===== config.mk =====
export PLATFORM = sky130hd
export DESIGN_NAME = io_input_scheduler
export DESIGN_NICKNAME = d
export VERILOG_FILES = /design/src/rtl/io_input_scheduler.sv
export SDC_FILE = /design/constraint.sdc
export NUM_CORES = 1
export LEC_CHECK = 0
export BUFFER_PORTS_ARGS = -buffer_cell sky130_fd_sc_hd__buf_2
export CAP_MARGIN = 30
export CORE_ASPECT_RATIO = 1.5
export CORE_UTILIZATION = 54
export DETAILED_ROUTE_END_ITERATION = 16
export PLACE_DENSITY = 0.79
export SLEW_MARGIN = 20
export SYNTH_ARGS = -nofsm -noshare
export SYNTH_HDL_FRONTEND = slang
export SYNTH_SLANG_ARGS = --single-unit

===== constraint.sdc =====
create_clock -name i_clock -period 2.5 [get_ports i_clock]
set_clock_uncertainty 0.05 [all_clocks]
set_input_delay 0.125 -clock i_clock [delete_from_list [all_inputs] [get_ports i_clock]]
set_output_delay 0.125 -clock i_clock [all_outputs]
set_load 0.05 [all_outputs]

===== src/rtl/io_input_scheduler.sv =====
// io_input_scheduler
// Feeds the seven IO input channels read by the Core. It arbitrates between
// the DSKY receiver and the AXI sensor bridge, allowing one beat per cycle.
// DSKY words go straight to the live VERB/NOUN registers. AXI beats collect
// in a shadow bank, and a whole frame is copied to the live AXI registers on
// one edge, so the Core never sees a mix of old and new sensor words.
// Optional feature: define IO_SCHED_TIMEOUT_EN to abort AXI frames that sit
// idle in FILL for TIMEOUT_CYCLES cycles.
module io_input_scheduler #(
   parameter int TIMEOUT_CYCLES = 1024
) (
   input  logic        i_clock,
   input  logic        i_reset_n,
   input  logic        i_hold,
   input  logic        i_dsky_valid,
   output logic        o_dsky_ready,
   input  logic        i_dsky_sel,
   input  logic [14:0] i_dsky_data,
   input  logic        i_axi_valid,
   output logic        o_axi_ready,
   input  logic [2:0]  i_axi_sel,
   input  logic [14:0] i_axi_data,
   input  logic        i_axi_last,
   output logic [14:0] o_data_DSKY_VERB,
   output logic [14:0] o_data_DSKY_NOUN,
   output logic [14:0] o_data_AXI_G,
   output logic [14:0] o_data_AXI_M,
   output logic [14:0] o_data_AXI_RA,
   output logic [14:0] o_data_AXI_RB,
   output logic [14:0] o_data_AXI_ATX,
   output logic        o_dsky_update,
   output logic        o_axi_commit,
   output logic        o_err
);
   localparam int W    = 15;
   localparam int NAXI = 5;

   typedef enum logic [1:0] {ST_IDLE, ST_FILL, ST_PEND} state_t;

   state_t       r_state;
   logic         r_last_dsky;     // 1 = the last accepted beat was DSKY
   logic         r_dsky_update;
   logic         r_axi_commit;
   logic         r_err;
   logic [W-1:0] r_verb;
   logic [W-1:0] r_noun;
   logic [W-1:0] r_live   [NAXI];
   logic [W-1:0] r_shadow [NAXI];

   logic            w_dsky_elig;
   logic            w_axi_elig;
   logic            w_dsky_grant;
   logic            w_axi_grant;
   logic            w_sel_legal;
   logic            w_commit;
   logic            w_abort;
   logic [NAXI-1:0] w_sel_hit;

   // Eligibility and round-robin tie-break. These depend only on valid,
   // hold, state and the last-grant bit, never on data.
   assign w_dsky_elig  = i_dsky_valid & ~i_hold;
   assign w_axi_elig   = i_axi_valid & (r_state != ST_PEND);
   assign w_dsky_grant = w_dsky_elig & (~w_axi_elig | ~r_last_dsky);
   assign w_axi_grant  = w_axi_elig & (~w_dsky_elig | r_last_dsky);
   assign w_sel_legal  = (i_axi_sel < 3'd5);
   assign w_commit     = (r_state == ST_PEND) & ~i_hold;

   assign o_dsky_ready = w_dsky_grant;
   assign o_axi_ready  = w_axi_grant;

   // One-hot shadow write enable per AXI channel
   genvar gi;
   generate
      for (gi = 0; gi < NAXI; gi = gi + 1) begin : g_sel
         assign w_sel_hit[gi] = w_axi_grant & (i_axi_sel == 3'(gi));
      end
   endgenerate

`ifdef IO_SCHED_TIMEOUT_EN
   localparam int CW = $clog2(TIMEOUT_CYCLES + 1);
   logic [CW-1:0] r_timer;

   // The frame times out after TIMEOUT_CYCLES idle FILL cycles. An accepted
   // beat in the same cycle takes priority over the timeout.
   assign w_abort = (r_state == ST_FILL) & ~w_axi_grant &
                    (r_timer == CW'(TIMEOUT_CYCLES - 1));

   // FILL idle counter; it is held at zero outside FILL and after each beat
   always_ff @(posedge i_clock or negedge i_reset_n) begin
      if (!i_reset_n) begin
         r_timer <= '0;
      end else if (r_state != ST_FILL || w_axi_grant || w_abort) begin
         r_timer <= '0;
      end else begin
         r_timer <= r_timer + 1'b1;
      end
   end
`else
   logic w_unused_timeout;
   assign w_abort          = 1'b0;
   assign w_unused_timeout = (TIMEOUT_CYCLES > 0);
`endif

   // Frame FSM, arbitration memory, live registers and status pulses
   always_ff @(posedge i_clock or negedge i_reset_n) begin
      if (!i_reset_n) begin
         r_state       <= ST_IDLE;
         r_last_dsky   <= 1'b0;
         r_dsky_update <= 1'b0;
         r_axi_commit  <= 1'b0;
         r_err         <= 1'b0;
         r_verb        <= '0;
         r_noun        <= '0;
         for (int i = 0; i < NAXI; i++) r_live[i] <= '0;
      end else begin
         r_dsky_update <= w_dsky_grant;
         r_axi_commit  <= w_commit;
         if (w_dsky_grant || w_axi_grant) r_last_dsky <= w_dsky_grant;
         if (w_dsky_grant && !i_dsky_sel) r_verb <= i_dsky_data;
         if (w_dsky_grant &&  i_dsky_sel) r_noun <= i_dsky_data;
         if ((w_axi_grant && !w_sel_legal) || w_abort) r_err <= 1'b1;
         case (r_state)
            ST_IDLE: if (w_axi_grant) r_state <= i_axi_last ? ST_PEND : ST_FILL;
            ST_FILL: begin
               if (w_axi_grant && i_axi_last) r_state <= ST_PEND;
               else if (w_abort)              r_state <= ST_IDLE;
            end
            ST_PEND: begin
               if (w_commit) begin
                  for (int i = 0; i < NAXI; i++) r_live[i] <= r_shadow[i];
                  r_state <= ST_IDLE;
               end
            end
            default: r_state <= ST_IDLE;
         endcase
      end
   end

   // Shadow bank: written by AXI beats even under hold, restored on abort
   always_ff @(posedge i_clock or negedge i_reset_n) begin
      if (!i_reset_n) begin
         for (int i = 0; i < NAXI; i++) r_shadow[i] <= '0;
      end else begin
         for (int i = 0; i < NAXI; i++) begin
            if (w_abort)           r_shadow[i] <= r_live[i];
            else if (w_sel_hit[i]) r_shadow[i] <= i_axi_data;
         end
      end
   end

   assign o_data_DSKY_VERB = r_verb;
   assign o_data_DSKY_NOUN = r_noun;
   assign o_data_AXI_G     = r_live[0];
   assign o_data_AXI_M     = r_live[1];
   assign o_data_AXI_RA    = r_live[2];
   assign o_data_AXI_RB    = r_live[3];
   assign o_data_AXI_ATX   = r_live[4];
   assign o_dsky_update    = r_dsky_update;
   assign o_axi_commit     = r_axi_commit;
   assign o_err            = r_err;

endmodule

==> impl_metrics.yaml <==
outcome:
  status: "completed"
setup_path:
  cp_slowest_stage_delay_ns: 0.43
  startpoint_type: "flop"
  path_buf_inv: 1
  required_ns: 2.33
  path_cells: "and2b_1, nor3_1, buf_2"
  cp_slowest_cell: "nor3_1"
  endpoint_kind: "output pin"
  worst-setup-path-type: "flop to output pin"
  cp.arrival_ns: 1.92
  cp_max_fo: 5
  path_delay_family: "simple AND/OR/NAND/NOR gates"
synth:
  synth_cell_types: 25
  ys_top_cells_by_area: "dfrtp_1 65%, mux2_2 28%, nor4_4 1.2%, buf_4 0.84%, a311oi_4 0.74%"
  synth_ff_type: "dfrtp_1"
  synth.top_cells.by_count: "186 x dfrtp_1, 180 x mux2_2, 8 x buf_4"
  synth_edf_count: 0
  yosys_warnings: 0
  synth_top_area_share_pct: 65.4
  syn-num-nets: 455
  syn_area_per_cell_um2: 17.2
  netlist_instances: 415
  ys_ff_latch: 186
  syn-cell-area_um2: 7120
  synth_top_area_cell: "dfrtp_1"
  yosysMostFrequentCell: "dfrtp_1"
  postSynth.asyncResetShare_pct: 100
  ys_seq_area_share_pct: 65.4
worst_hold_path:
  hold_path_class: "input port to flop"
layout:
  syn_to_final_growth_pct: 26.3
  postLayoutCellArea_um2: 9000
  final_nets: 650
  multi_input_area_um2: 2330
  fillers: 878
  regArea_um2: 4650
  antennaDiodeCount: 0
  drive_above_1_share_pct: 61.6
sta:
  setup-tns-final_ns: 0
  setup-violations-final: 0
  slew_viol_final: 0
  grt_setup_unrepaired: "false"
  whs_ns: 0.00795
  fin_crit_ns: 2.09
  finalHoldViolations: 0
  worst_pin_slew_ns: 0.575
  max_freq_ghz: 0.478
  timing.slew.headroom_pct: 61.7
  fin_crit_sh_pct: 83.8
detailed_routing:
  via_per_inst: 5.31
  ant_nets: 0
  first_iter_violations: 98
  drcViolationCount: 0
  met1_length_mm: 5.49
  wirelength_mm: 14.0
  wl_met3_um: 891
  via_count: 4146
  first_pass_iters: 6
  routedWlPerCell_um: 18.0
  wl_met2_mm: 7.41
  top_layer_used: "met4"
die:
  die_area_um2: 13700
  initial_core_util_pct: 55.0
  core_region_area_um2: 13000
  io_pins: 150
  die-height_um: 143
  dieWidth_um: 95.8
  rows: 51
global_routing:
  grt_pass1_vias: 4380
  grt_max_degree: 68
  antenna_found_initial: 0
  grt.total_usage_pct: 21.9
  gr-total-overflow: 0
  grt_pass1_wl_mm: 22.2
clock_tree:
  cts_tree: "done"
  cts_buffers: 17
  cts_resized: 0
  clock_latency_ns: 0.42
  h-tree-depth: 4
  cts_post_setup_buffers_inserted: 0
  clk_pin_slew_worst_paths_ns: 0.06
  hold_buffers: 32
  clock-root-buffer: "clkbuf_16"
  clock_sinks: 186
  clk_path_buf_depth: 2
power_and_ir_drop:
  p_leak_nw: 4.17
  irDropWorstVdd_v: 0.000876
  cellPowerDensity_nw_per_um2: 1360
place:
  post-dp-hpwl_mm: 9.55
  place_congestion: 0.740
  io_buffers: 149
  placed_area_um2: 8070
run:
  drv_cap: 0
state kept, by name, summed over array words and instances, names as in the netlist:
register	cells
o_axi_commit	1
o_data_AXI_M	15
o_data_DSKY_NOUN	15
o_data_AXI_RA	15
r_shadow	75
o_data_AXI_G	15
o_data_AXI_RB	15
o_data_AXI_ATX	15
o_dsky_update	1
o_err	1
o_data_DSKY_VERB	15
r_last_dsky	1
r_state	2
path summary, 6_finish.rpt:
kind                       cells past startpoint           from  slack, ns              endpoint
max in group asynchronous                      3      i_reset_n       1.38         o_dsky_update
min in group asynchronous                      2      i_reset_n       0.20  o_data_DSKY_NOUN[11]
min reg2reg                                    1          o_err       0.42                 o_err
min                                            2  i_axi_data[4]      0.008          r_shadow[64]
max reg2reg                                    3    r_last_dsky       0.55           r_shadow[4]
max                                            3     r_state[1]       0.41           o_axi_ready
cell type report:
class	instances	share of cell area, %
clock inverters	10	1.56
inverters	4	0.167
well taps	159	2.21
clock buffers	21	5.23
flip-flops and latches	186	51.7
repair buffers	193	13.2
multi-input cells	208	25.9
cells by family after synthesis:
family	after synthesis	synth area share (%)
buf+inv	21	2.04
mux	180	28.5
compound gates	8	1.28
simple gates	20	2.86
flops	186	65.4
worst reg2reg max path: cells and delay by family, from the launching register on:
family / cells / cell delay (ns)
AND/OR/NAND/NOR: 2 / 0.91
flip-flops: 1 / 0.49
multiplexers: 1 / 0.40
routing by layer:
layer  vias up  global-route usage (%)
li1       1871                       -
met1      2129                    25.3
met2       128                    38.3
met3        18                    6.07
met4         0                    8.25
met5         -                       0
layout by cell type, fill, tap and decap left out, types with 2 or more instances in the layout:
cell             n
bufinv_16        3
clkbuf_8         3
clkinvlp_4       3
buf_12           2
dlygate4sd3_1   32
buf_2          148
dfrtp_1        186
nand2b_1         5
buf_4           10
inv_1            4
clkbuf_16       17
nor4_4           4
mux2_2         180
a311oi_4         2
a21oi_1          2
clkinv_2         2
stage by stage:
stage                     total power [mW]  setup WS [ns]  std cells  utilization, %
after floorplan                       8.28          0.176        415               -
final                                 12.2          0.406        781            69.4
after global placement                9.36          0.593        718            62.3
after detailed placement              9.52          0.524        718            62.3
after CTS                             12.3          0.423        781            69.4
after global routing                  12.7          0.364        781            69.4
power by group:
group,total [mW],internal (mW),switching (mW)
combinational,4.82,1.41,3.40
clock,2.73,1.65,1.08
sequential,4.66,4.11,0.548
total,12.2,7.17,5.03
(Power assumes the default switching activity.)
